`config.mk`:
```
export PLATFORM = sky130hd
export DESIGN_NAME = vga_timing_gen_flat
export DESIGN_NICKNAME = d
export VERILOG_FILES = /design/src/rtl/vga_timing_gen_if.sv /design/src/rtl/vga_timing_gen.sv /design/src/flat_wrapper.sv
export SDC_FILE = /design/constraint.sdc
export NUM_CORES = 1
export LEC_CHECK = 0
export CAP_MARGIN = 25
export CORE_MARGIN = 5
export CORE_UTILIZATION = 43
export CTS_CLUSTER_SIZE = 28
export DETAILED_ROUTE_END_ITERATION = 16
export GPL_ROUTABILITY_DRIVEN = 0
export PLACE_DENSITY_LB_ADDON = 0.08
export SKIP_CTS_REPAIR_TIMING = 1
export SYNTH_ARGS = -nofsm -noshare
export SYNTH_HDL_FRONTEND = slang
export SYNTH_SLANG_ARGS = --single-unit
```
`constraint.sdc`:
```
create_clock -name clk -period 4 [get_ports clk]
set_clock_uncertainty 0.1 [all_clocks]
set_input_delay 0.6 -clock clk [delete_from_list [all_inputs] [get_ports clk]]
set_output_delay 0.6 -clock clk [all_outputs]
set_load 0.005 [all_outputs]
```
`src/rtl/vga_timing_gen_if.sv`:
```
// Raster-timing bundle between the timing generator and pixel consumers.
// The generator takes the master side: it receives pix_ce and drives the raster outputs.
interface vga_timing_gen_if;
  logic       pix_ce;
  logic [9:0] hpos;
  logic [9:0] vpos;
  logic       hsync;
  logic       vsync;
  logic       display_on;
  logic       line_start;
  logic       frame_start;
  logic [9:0] frame;

  modport master (
    input  pix_ce,
    output hpos, vpos, hsync, vsync, display_on, line_start, frame_start, frame
  );

  modport slave (
    output pix_ce,
    input  hpos, vpos, hsync, vsync, display_on, line_start, frame_start, frame
  );
endinterface

```
`src/rtl/vga_timing_gen.sv`:
```
// VGA raster timing generator: horizontal/vertical counters, sync pulses,
// display-enable window, frame counter and line/frame strobes.
// Every output is a register, updated from next-state values so all of them
// describe the same pixel in any given cycle.
module vga_timing_gen #(
  parameter int unsigned H_DISPLAY   = 640,
  parameter int unsigned H_FRONT     = 16,
  parameter int unsigned H_SYNC      = 96,
  parameter int unsigned H_BACK      = 48,
  parameter int unsigned V_DISPLAY   = 480,
  parameter int unsigned V_FRONT     = 10,
  parameter int unsigned V_SYNC      = 2,
  parameter int unsigned V_BACK      = 33,
  parameter bit          SYNC_ACTIVE = 1'b0
) (
  input logic clk,
  input logic reset,
  vga_timing_gen_if.master bus
);

  localparam int unsigned H_TOTAL = H_DISPLAY + H_FRONT + H_SYNC + H_BACK;
  localparam int unsigned V_TOTAL = V_DISPLAY + V_FRONT + V_SYNC + V_BACK;

  if (H_TOTAL > 1024 || V_TOTAL > 1024 || H_TOTAL == 0 || V_TOTAL == 0) begin : g_bad_total
    $error("vga_timing_gen: H_TOTAL and V_TOTAL must be in 1..1024");
  end

  // Boundaries kept 11 bits wide so a sync end of exactly 1024 does not alias to 0.
  localparam logic [9:0]  H_LAST  = 10'(H_TOTAL - 1);
  localparam logic [9:0]  V_LAST  = 10'(V_TOTAL - 1);
  localparam logic [10:0] H_VIS   = 11'(H_DISPLAY);
  localparam logic [10:0] H_SS    = 11'(H_DISPLAY + H_FRONT);
  localparam logic [10:0] H_SE    = 11'(H_DISPLAY + H_FRONT + H_SYNC);
  localparam logic [10:0] V_VIS   = 11'(V_DISPLAY);
  localparam logic [10:0] V_SS    = 11'(V_DISPLAY + V_FRONT);
  localparam logic [10:0] V_SE    = 11'(V_DISPLAY + V_FRONT + V_SYNC);

  logic [9:0]  r_hpos;
  logic [9:0]  r_vpos;
  logic [9:0]  r_frame;
  logic        r_hsync;
  logic        r_vsync;
  logic        r_display_on;
  logic        r_line_start;
  logic        r_frame_start;

  logic        w_h_wrap;
  logic        w_v_wrap;
  logic [9:0]  w_hpos_nxt;
  logic [9:0]  w_vpos_nxt;
  logic [9:0]  w_frame_nxt;
  logic [10:0] w_h_ext;
  logic [10:0] w_v_ext;

  // Next raster position and frame count for an advancing pixel.
  always_comb begin
    w_h_wrap    = (r_hpos == H_LAST);
    w_v_wrap    = (r_vpos == V_LAST);
    w_hpos_nxt  = w_h_wrap ? '0 : r_hpos + 10'd1;
    w_vpos_nxt  = r_vpos;
    if (w_h_wrap) begin
      w_vpos_nxt = w_v_wrap ? '0 : r_vpos + 10'd1;
    end
    w_frame_nxt = (w_h_wrap && w_v_wrap) ? r_frame + 10'd1 : r_frame;
    w_h_ext     = {1'b0, w_hpos_nxt};
    w_v_ext     = {1'b0, w_vpos_nxt};
  end

  // Counters and level outputs advance on pix_ce; strobes mark landing on a line/frame start.
  always_ff @(posedge clk) begin
    if (reset) begin
      r_hpos        <= '0;
      r_vpos        <= '0;
      r_frame       <= '0;
      r_display_on  <= 1'b1;
      r_hsync       <= ~SYNC_ACTIVE;
      r_vsync       <= ~SYNC_ACTIVE;
      r_line_start  <= 1'b0;
      r_frame_start <= 1'b0;
    end else if (bus.pix_ce) begin
      r_hpos        <= w_hpos_nxt;
      r_vpos        <= w_vpos_nxt;
      r_frame       <= w_frame_nxt;
      r_display_on  <= (w_h_ext < H_VIS) && (w_v_ext < V_VIS);
      r_hsync       <= ((w_h_ext >= H_SS) && (w_h_ext < H_SE)) ? SYNC_ACTIVE : ~SYNC_ACTIVE;
      r_vsync       <= ((w_v_ext >= V_SS) && (w_v_ext < V_SE)) ? SYNC_ACTIVE : ~SYNC_ACTIVE;
      r_line_start  <= w_h_wrap;
      r_frame_start <= w_h_wrap && w_v_wrap;
    end else begin
      r_line_start  <= 1'b0;
      r_frame_start <= 1'b0;
    end
  end

  assign bus.hpos        = r_hpos;
  assign bus.vpos        = r_vpos;
  assign bus.frame       = r_frame;
  assign bus.hsync       = r_hsync;
  assign bus.vsync       = r_vsync;
  assign bus.display_on  = r_display_on;
  assign bus.line_start  = r_line_start;
  assign bus.frame_start = r_frame_start;

endmodule
```
`src/flat_wrapper.sv`:
```
// flat-port wrapper written by rule: the top's interface ports become plain ports
module vga_timing_gen_flat 
#(
  parameter int unsigned H_DISPLAY   = 640,
  parameter int unsigned H_FRONT     = 16,
  parameter int unsigned H_SYNC      = 96,
  parameter int unsigned H_BACK      = 48,
  parameter int unsigned V_DISPLAY   = 480,
  parameter int unsigned V_FRONT     = 10,
  parameter int unsigned V_SYNC      = 2,
  parameter int unsigned V_BACK      = 33,
  parameter bit          SYNC_ACTIVE = 1'b0
)
  (clk, reset, bus_pix_ce, bus_hpos, bus_vpos, bus_hsync, bus_vsync, bus_display_on, bus_line_start, bus_frame_start, bus_frame);
  vga_timing_gen_if bus_i ();
  input logic clk;
  input logic reset;
  input wire logic [$bits(bus_i.pix_ce)-1:0] bus_pix_ce;
  output wire logic [$bits(bus_i.hpos)-1:0] bus_hpos;
  output wire logic [$bits(bus_i.vpos)-1:0] bus_vpos;
  output wire logic [$bits(bus_i.hsync)-1:0] bus_hsync;
  output wire logic [$bits(bus_i.vsync)-1:0] bus_vsync;
  output wire logic [$bits(bus_i.display_on)-1:0] bus_display_on;
  output wire logic [$bits(bus_i.line_start)-1:0] bus_line_start;
  output wire logic [$bits(bus_i.frame_start)-1:0] bus_frame_start;
  output wire logic [$bits(bus_i.frame)-1:0] bus_frame;
  assign bus_i.pix_ce = bus_pix_ce;
  assign bus_hpos = bus_i.hpos;
  assign bus_vpos = bus_i.vpos;
  assign bus_hsync = bus_i.hsync;
  assign bus_vsync = bus_i.vsync;
  assign bus_display_on = bus_i.display_on;
  assign bus_line_start = bus_i.line_start;
  assign bus_frame_start = bus_i.frame_start;
  assign bus_frame = bus_i.frame;
  vga_timing_gen #(.H_DISPLAY(H_DISPLAY), .H_FRONT(H_FRONT), .H_SYNC(H_SYNC), .H_BACK(H_BACK), .V_DISPLAY(V_DISPLAY), .V_FRONT(V_FRONT), .V_SYNC(V_SYNC), .V_BACK(V_BACK), .SYNC_ACTIVE(SYNC_ACTIVE)) u_core (.clk(clk), .reset(reset), .bus(bus_i));
endmodule
```
# Word level (Yosys, flattened, before mapping)
# Index checks and enable logic that the tools add are counted.
[op_classes]
n_reduce_logical = 6
magnitude_cmp = 6
addsub = 3
bitwise_logic = 1
n_mux = 5
eq_ne = 2
[op_table]
columns = ["cell", "count"]
rows = [
  ["$add 10x1->10 const B", 3],
  ["$mux 10", 3],
  ["$eq 10x10->1 const B", 2],
  ["$lt 10x10->1 const B", 2],
  ["$lt 10x9->1 const B", 2],
  ["$ge 10x10->1 const B", 1],
  ["$ge 10x9->1 const B", 1],
  ["$logic_and 1x1->1", 4],
  ["$mux 1", 2],
  ["$reduce_and 2->1", 1],
  ["$reduce_or 2->1", 1],
  ["$not 1->1", 1],
]
[totals]
wordCells = 31
regBits = 35
out_inout_bits = 35
in_bits = 3

# Logic depth before layout (Yosys ltp)
# Gate-level depths: netlist (run 1).
[logic_depth]
word_depth = 6
depth_mapped = 9
mapped_depth_nobuf = 8

# Worst setup path after synthesis (run 1)
# Ideal clock, no wire load.
[synth_timing]
kind = "register to register"
start = "reg u_core.r_vpos[5], in the netlist u_core.bus.vpos[5]"
end = "reg u_core.r_frame[7], in the netlist u_core.bus.frame[7]"
path_buffers = 1
period_less_slack_ns = 2.336
path_slack_ns = 1.664
setup_time_ns = 0.070
stages_incl_launch_ff = 8
required_time_ns = 3.830
arrival_time_ns = 2.165
path_cell_list = "dfxtp_1 > or4_4 > or3_1 > buf_6 > nor3_4 > nand4_2 > or3_1 > a21oi_1"
[synth_between]
elab_chain_cells = 3
[synth_rtl]
columns = ["item", "line", "rtl"]
rows = [
  ["from (decl)", "vga_timing_gen.sv:39", "logic [9:0] r_vpos;"],
  ["from (signal assigned)", "vga_timing_gen.sv:82", "r_vpos <= w_vpos_nxt;"],
  ["$eq 10x10->1", "vga_timing_gen.sv:58", "w_v_wrap = (r_vpos == V_LAST);"],
  ["$logic_and 1x1->1", "vga_timing_gen.sv:64", "w_frame_nxt = (w_h_wrap && w_v_wrap) ? r_frame + 10'd1 : r_frame;"],
  ["$reduce_and 2->1 (no line)", "-", ""],
  ["to (signal assigned)", "vga_timing_gen.sv:83", "r_frame <= w_frame_nxt;"],
  ["to (decl)", "vga_timing_gen.sv:40", "logic [9:0] r_frame;"],
]
# No other way between the ends.
# A chain may end at the register's enable or synchronous reset.

# Worst setup path after layout (run 1)
[layout_timing]
start = "reg u_core.r_hpos[8], in the netlist u_core.bus.hpos[8]"
end = "reg u_core.r_frame[7], in the netlist u_core.bus.frame[7]"
[layout_between]
elab_chain_cells = 3
[layout_rtl]
columns = ["item", "line", "rtl"]
rows = [
  ["from (decl)", "vga_timing_gen.sv:38", "logic [9:0] r_hpos;"],
  ["from (signal assigned)", "vga_timing_gen.sv:81", "r_hpos <= w_hpos_nxt;"],
  ["$eq 10x10->1", "vga_timing_gen.sv:57", "w_h_wrap = (r_hpos == H_LAST);"],
  ["$logic_and 1x1->1", "vga_timing_gen.sv:64", ""],
  ["$reduce_and 2->1 (no line)", "-", ""],
]
# No other way between the ends.

==> results of run 1 <==
[per-stage QoR]
| stage | hold slack [ns] | instances | total power [mW] | area, um^2 | util [%] |
|---|---|---|---|---|---|
| 2_1_floorplan | 0.374 | 242 | 0.376 | 1910 | - |
| 5_1_grt | 0.402 | 327 | 0.688 | 2400 | 55.5 |
| 3_3_place_gp | 0.377 | 319 | 0.388 | 2300 | 53.2 |
| 4_1_cts | 0.390 | 327 | 0.671 | 2400 | 55.5 |
| 6_report | 0.389 | 327 | 0.663 | 2400 | 55.5 |
| 3_5_place_dp | 0.380 | 319 | 0.388 | 2300 | 53.2 |
[worst max path at each step]
stage,start,endpoint,depth (start not counted)
after floorplan,u_core.bus.vpos[5],u_core.bus.frame[7],7
after global placement,bus_pix_ce,u_core.bus.frame[9],7
after detailed placement,bus_pix_ce,u_core.bus.frame[7],7
after CTS,u_core.bus.hpos[8],u_core.bus.frame[7],6
after global routing,u_core.bus.hpos[8],u_core.bus.frame[7],6
final,u_core.bus.hpos[8],u_core.bus.frame[7],6
[worst reg2reg max path, cell delays in order (launching register included)]
cell	delay [ns]
dfxtp_1	0.53
nor4bb_1	0.50
nand4_1	0.65
nor3_4	0.36
nand4_2	0.18
or3_1	0.34
a21oi_1	0.14
[cells by family (layout without fill, tap and decap cells)]
| family | Yosys count | in the layout |
|---|---|---|
| compound gates | 45 | 45 |
| xor+xnor | 17 | 17 |
| fa+ha+maj | 4 | 4 |
| buf+inv | 18 | 51 |
| flops | 35 | 35 |
| mux | 6 | 6 |
| simple gates | 117 | 117 |
[placed cells by master (no fill, tap or decap), drive strengths merged, types with 2 or more instances in the layout]
cell and instances:
nand3b 2, a211oi 2, o21ai 8, buf 2, xnor2 8, a31oi 6
nor2b 4, nor3 13, nand3 11, or3 3, xor2 9, dfxtp 35
clkbuf 8, o211ai 3, inv 4, mux2 2, a41oi 2, nand2b 4
nor2 41, clkdlybuf4s50 37, ha 4, nand2 19, a21oi 17, and3 6
nand4 7, nor4 2, mux2i 4
[flip-flops by register name (all words and copies together) (netlist names)]
name	flops
u_core.bus.hpos	10
u_core.bus.line_start	1
u_core.bus.vpos	10
u_core.bus.vsync	1
u_core.bus.display_on	1
u_core.bus.hsync	1
u_core.bus.frame	10
u_core.bus.frame_start	1
[layer usage]
layer	vias to the layer above	GRT usage [%]	share of wire (%)
li1	919	-	-
met2	45	24.2	44
met3	7	4.26	5.6
met1	842	19.9	49
met4	0	6.29	1.7
met5	-	0	0
[power breakdown]
group          internal (mW)  switching (mW)  total [mW]
sequential             0.351         0.00382       0.355
clock                  0.157           0.127       0.284
combinational         0.0117          0.0132      0.0249
total                  0.520           0.144       0.663
[final cells by class]
| cell class | instances | area share, % |
|---|---|---|
| Multi-Input combinational cell | 189 | 47.2 |
| Sequential cell | 35 | 29.2 |
| Timing Repair Buffer | 39 | 16.1 |
| Clock buffer | 8 | 4.17 |
| Tap cell | 52 | 2.71 |
| Inverter | 4 | 0.626 |
==> impl_metrics.json, run 1 <==
{
  "fin_crit_sh_pct": 71.8,
  "synth_top_cell_by_area": "dfxtp_1",
  "drtIter0Drc": 131,
  "arrival_ns": 2.99,
  "synth_xor_area_share_pct": 7.80,
  "setup_viol": 0,
  "initial_core_util_pct": 44.2,
  "min_to": "u_core.bus.frame[9]",
  "synth.most_common_cell": "nor2_1",
  "critical_path.max_stage_delay_ns": 0.65,
  "startpoint_type": "flop",
  "synth.top_cells.by_area": "dfxtp_1 (37%), nor2_1 (8.1%), a21oi_1 (4.5%)",
  "finalSetupTns_ns": 0,
  "ys_seq_area_share_pct": 36.7,
  "ys_warn_count": 0,
  "drive_above_1_share_pct": 5.82,
  "synth_top_family_by_area": "simple AND/OR/NAND/NOR gates",
  "synth_cells": 242,
  "p_per_area_nw_per_um2": 276,
  "syn_area_um2": 1910,
  "path_class": "flop to flop",
  "synth.distinct_cells": 41,
  "worstSetupEndpointType": "flop",
  "cts_sinks": 35,
  "required_ns": 4.11,
  "ant_nets": 0,
  "clk_latency_ns": 0.29,
  "r2r_slack_ns": 1.13,
  "fmax_ghz": 0.348,
  "synth_fp_nets": 249,
  "numCtsBuffers": 5,
  "hp-class": "flop to flop",
  "muxShareOfSynthArea_pct": 3.28,
  "synthTopCellsByCount": "nor2_1 (41), dfxtp_1 (35), nand2_1 (19), a21oi_1 (17), clkbuf_1 (13)",
  "reg2reg_depth": 6,
  "drc": 0,
  "worstHoldPathCells": 2,
  "crit_chain": "nor4bb_1, nand4_1, nor3_4, nand4_2, or3_1, a21oi_1",
  "ys.flop_type": "dfxtp_1",
  "setup_ws_ns": 1.13,
  "wl_per_cell_um": 13.4,
  "routed_wl_um": 4400,
  "io_pins": 38,
  "maxSlewViolCount": 0,
  "track_usage_pct": 15.5,
  "rsz0062_at_grt": "no",
  "worst_pin_slew_ns": 0.780,
  "detail_route.first_pass.iterations": 4,
  "period_needed_ns": 2.87,
  "fp.dieW_um": 76.6,
  "hold_viol": 0,
  "cts_root_buf": "clkbuf_8",
  "synth_compound_area_share_pct": 14.5,
  "leakagePower_nw": 0.842,
  "synthSimpleGateAreaFrac_pct": 31.1,
  "syn_area_per_cell_um2": 7.89,
  "design.core.area_um2": 4320,
  "r2r-end": "u_core.bus.frame[7]",
  "cap_viol_max_count": 0,
  "worst-path-buf-inv": 0,
  "grt_pass1_wl_um": 7540,
  "synth.ff_latch_count": 35,
  "rr_startpoint": "u_core.bus.hpos[8]",
  "dp_slack_ns": 0.911,
  "worstPathMaxFanout": 16,
  "async_reset_ff_share_pct": 0,
  "grt_max_degree": 35,
  "dieArea_um2": 5870,
  "fp-row-count": 24,
  "fin_nets": 281,
  "vias": 1813,
  "place_hpwl_um": 3030,
  "cts_tree": "built",
  "port_buffers": 37,
  "avgViaCountPerCell": 5.54,
  "overflow": 0,
  "synthAdderAreaFrac_pct": 2.62,
  "die_h_um": 76.6,
  "n_antenna_cell": 0,
  "synth_top_area_share_pct": 36.7,
  "critPathSlowestCell": "nand4_1",
  "slew_headroom_pct": 47.6,
  "clk_pin_slew_ns": 0.07,
  "ff_latch_area_um2": 701,
  "area_growth_pct": 25.7,
  "synth_edf_count": 0,
  "n_fill_cell": 436,
  "clockBufferDepth": 2,
  "antenna_found_initial": 0,
  "outcome": "completed",
  "grt_pass1_vias": 1595,
  "ir_worst_vdd_v": 0.000201,
  "hold_start": "u_core.bus.frame[9]",
  "cp_top_family": "simple AND/OR/NAND/NOR gates",
  "multi_input_area_um2": 1130,
  "htree_levels": 2
}
No activity file was read; power rests on OpenSTA's default activity.
==> run 2: changes to the inputs <==
Clock period 4 ns to 2.8 ns, I/O delays scaled along.
==> run 2 against run 1 <==
  * Power up 35%
  * Cell count up 1.5%
  * Routed wire length about the same
  * Non-clock buffer count up 5
  * Worst setup slack worse by 0.81 ns
  * Register-to-register slack worse by 0.81 ns
  * Combinational power up 47%
  * Fmax up 16%
  * Clock power up 25%
  * Hold slack better by 0.010 ns
  * Critical endpoint unchanged
  * Critical path type unchanged
==> impl_metrics.json, run 2 (same netlist as run 1, synthesis figures left out) <==
{
  "outcome": "completed",
  "cts_root_buf": "clkbuf_8",
  "fp-row-count": 24,
  "dp.cells": 324,
  "n_fill_cell": 430,
  "port_buffers": 37,
  "io_pins": 38,
  "fin_nets": 286,
  "worstHoldPathCells": 2,
  "worstPathMaxFanout": 8,
  "initial_core_util_pct": 44.2,
  "dieArea_um2": 5870,
  "detail_route.first_pass.iterations": 4,
  "gr-usage-met1_pct": 20.7,
  "clk_pin_slew_ns": 0.07,
  "htree_levels": 2,
  "ir_worst_vdd_v": 0.000340,
  "met2_usage_pct": 26.5,
  "rsz0062_at_grt": "no",
  "cts_sinks": 35,
  "wl_per_cell_um": 13.2,
  "finalSetupTns_ns": 0,
  "period_needed_ns": 2.48,
  "drtIter0Drc": 92,
  "r2r-end": "u_core.bus.frame[7]",
  "grt_pass1_wl_um": 7980,
  "vias": 1796,
  "cts_tree": "built",
  "grt_max_degree": 34,
  "fin_crit_sh_pct": 88.7,
  "r2r_slack_ns": 0.32,
  "required_ns": 2.91,
  "final_cells": 332,
  "worst_pin_slew_ns": 0.509,
  "design.core.area_um2": 4320,
  "reg2reg_depth": 6,
  "min_to": "u_core.bus.frame[9]",
  "die_h_um": 76.6,
  "fp.dieW_um": 76.6,
  "setup_viol": 0,
  "grt_pass1_vias": 1709,
  "overflow": 0,
  "maxSlewViolCount": 0,
  "cap_viol_max_count": 0,
  "track_usage_pct": 15.9,
  "worstSetupEndpointType": "flop",
  "startpoint_type": "flop",
  "busiest_layer": "met2",
  "arrival_ns": 2.60,
  "hp-class": "flop to flop",
  "n_antenna_cell": 0,
  "final_cell_mix": "nor2_1 (41), clkdlybuf4s50_1 (37), dfxtp_1 (35)",
  "drive_above_1_share_pct": 7.50,
  "numCtsBuffers": 5,
  "final_common_cell": "nor2_1",
  "fmax_ghz": 0.403,
  "clockBufferDepth": 2,
  "antenna_found_initial": 0,
  "leakagePower_nw": 0.857,
  "clk_latency_ns": 0.28,
  "hold_viol": 0,
  "avgViaCountPerCell": 5.41,
  "drc": 0,
  "p_per_area_nw_per_um2": 371,
  "grtUsageMet3_pct": 3.78,
  "rr_startpoint": "u_core.bus.vpos[5]",
  "path_class": "flop to flop",
  "slew_headroom_pct": 65.8,
  "ant_nets": 0,
  "area_growth_pct": 26.9,
  "hold_start": "u_core.bus.frame[9]",
  "routed_wl_um": 4400,
  "place_hpwl_um": 3200
}
[run 2: cell count changes in the layout (fill, tap and decap cells not counted), sizes merged]
| cell | previous run | this run |
|---|---|---|
| clkbuf | 8 | 6 |
| buf | 2 | 7 |
| clkinv | 0 | 1 |
| clkinvlp | 0 | 1 |
[run 2: per-stage QoR]
stage	cell area [um^2]	total power [mW]	util, %	hold WS [ns]	worst slack [ns]
6_report	2420	0.898	56.0	0.399	0.317
5_1_grt	2420	0.939	56.0	0.421	0.155
4_1_cts	2420	0.917	56.0	0.404	0.307
3_5_place_dp	2340	0.555	54.1	0.393	0.333
3_3_place_gp	2340	0.556	54.1	0.391	0.374
2_1_floorplan	1910	0.537	-	0.374	0.464
[run 2: worst max-delay path by stage]
stage | startpoint | endpoint | slack [ns]
after global placement | u_core.bus.vpos[5] | u_core.bus.frame[9] | 0.37
final | u_core.bus.vpos[5] | u_core.bus.frame[7] | 0.32
after CTS | u_core.bus.vpos[5] | u_core.bus.frame[7] | 0.31
after floorplan | u_core.bus.vpos[5] | u_core.bus.frame[7] | 0.46
after global routing | u_core.bus.vpos[6] | u_core.bus.frame[8] | 0.16
after detailed placement | u_core.bus.vpos[5] | u_core.bus.frame[9] | 0.33
[run 2: final cells by class]
cell class | count | area [um^2] | area share [%]
clock buffer | 6 | 72.6 | 3.00
timing repair buffer | 44 | 423 | 17.5
tap | 52 | 65.1 | 2.69
sequential | 35 | 701 | 28.9
inverter | 4 | 15.0 | 0.620
multi-input combinational | 189 | 1130 | 46.8
clock inverter | 2 | 12.5 | 0.517
[run 2: report_power, final]
| part | switching (mW) | internal (mW) |
|---|---|---|
| clock | 0.182 | 0.174 |
| sequential | 0.00482 | 0.501 |
| combinational | 0.0198 | 0.0168 |
[run 2: worst max-delay path, cell delays in order (launching register included)]
cell and delay, ns:
dfxtp_1 0.38, or4_4 0.56, or3_1 0.51, nor3_4 0.23, nand4_2 0.16, or3_1 0.34, a21oi_1 0.14
[run 2: routing by layer]
metal,wire length (um),up-vias
met1,2080,823
li1,-,929
met5,0,-
met3,206,4
met4,34,0
met2,2080,40
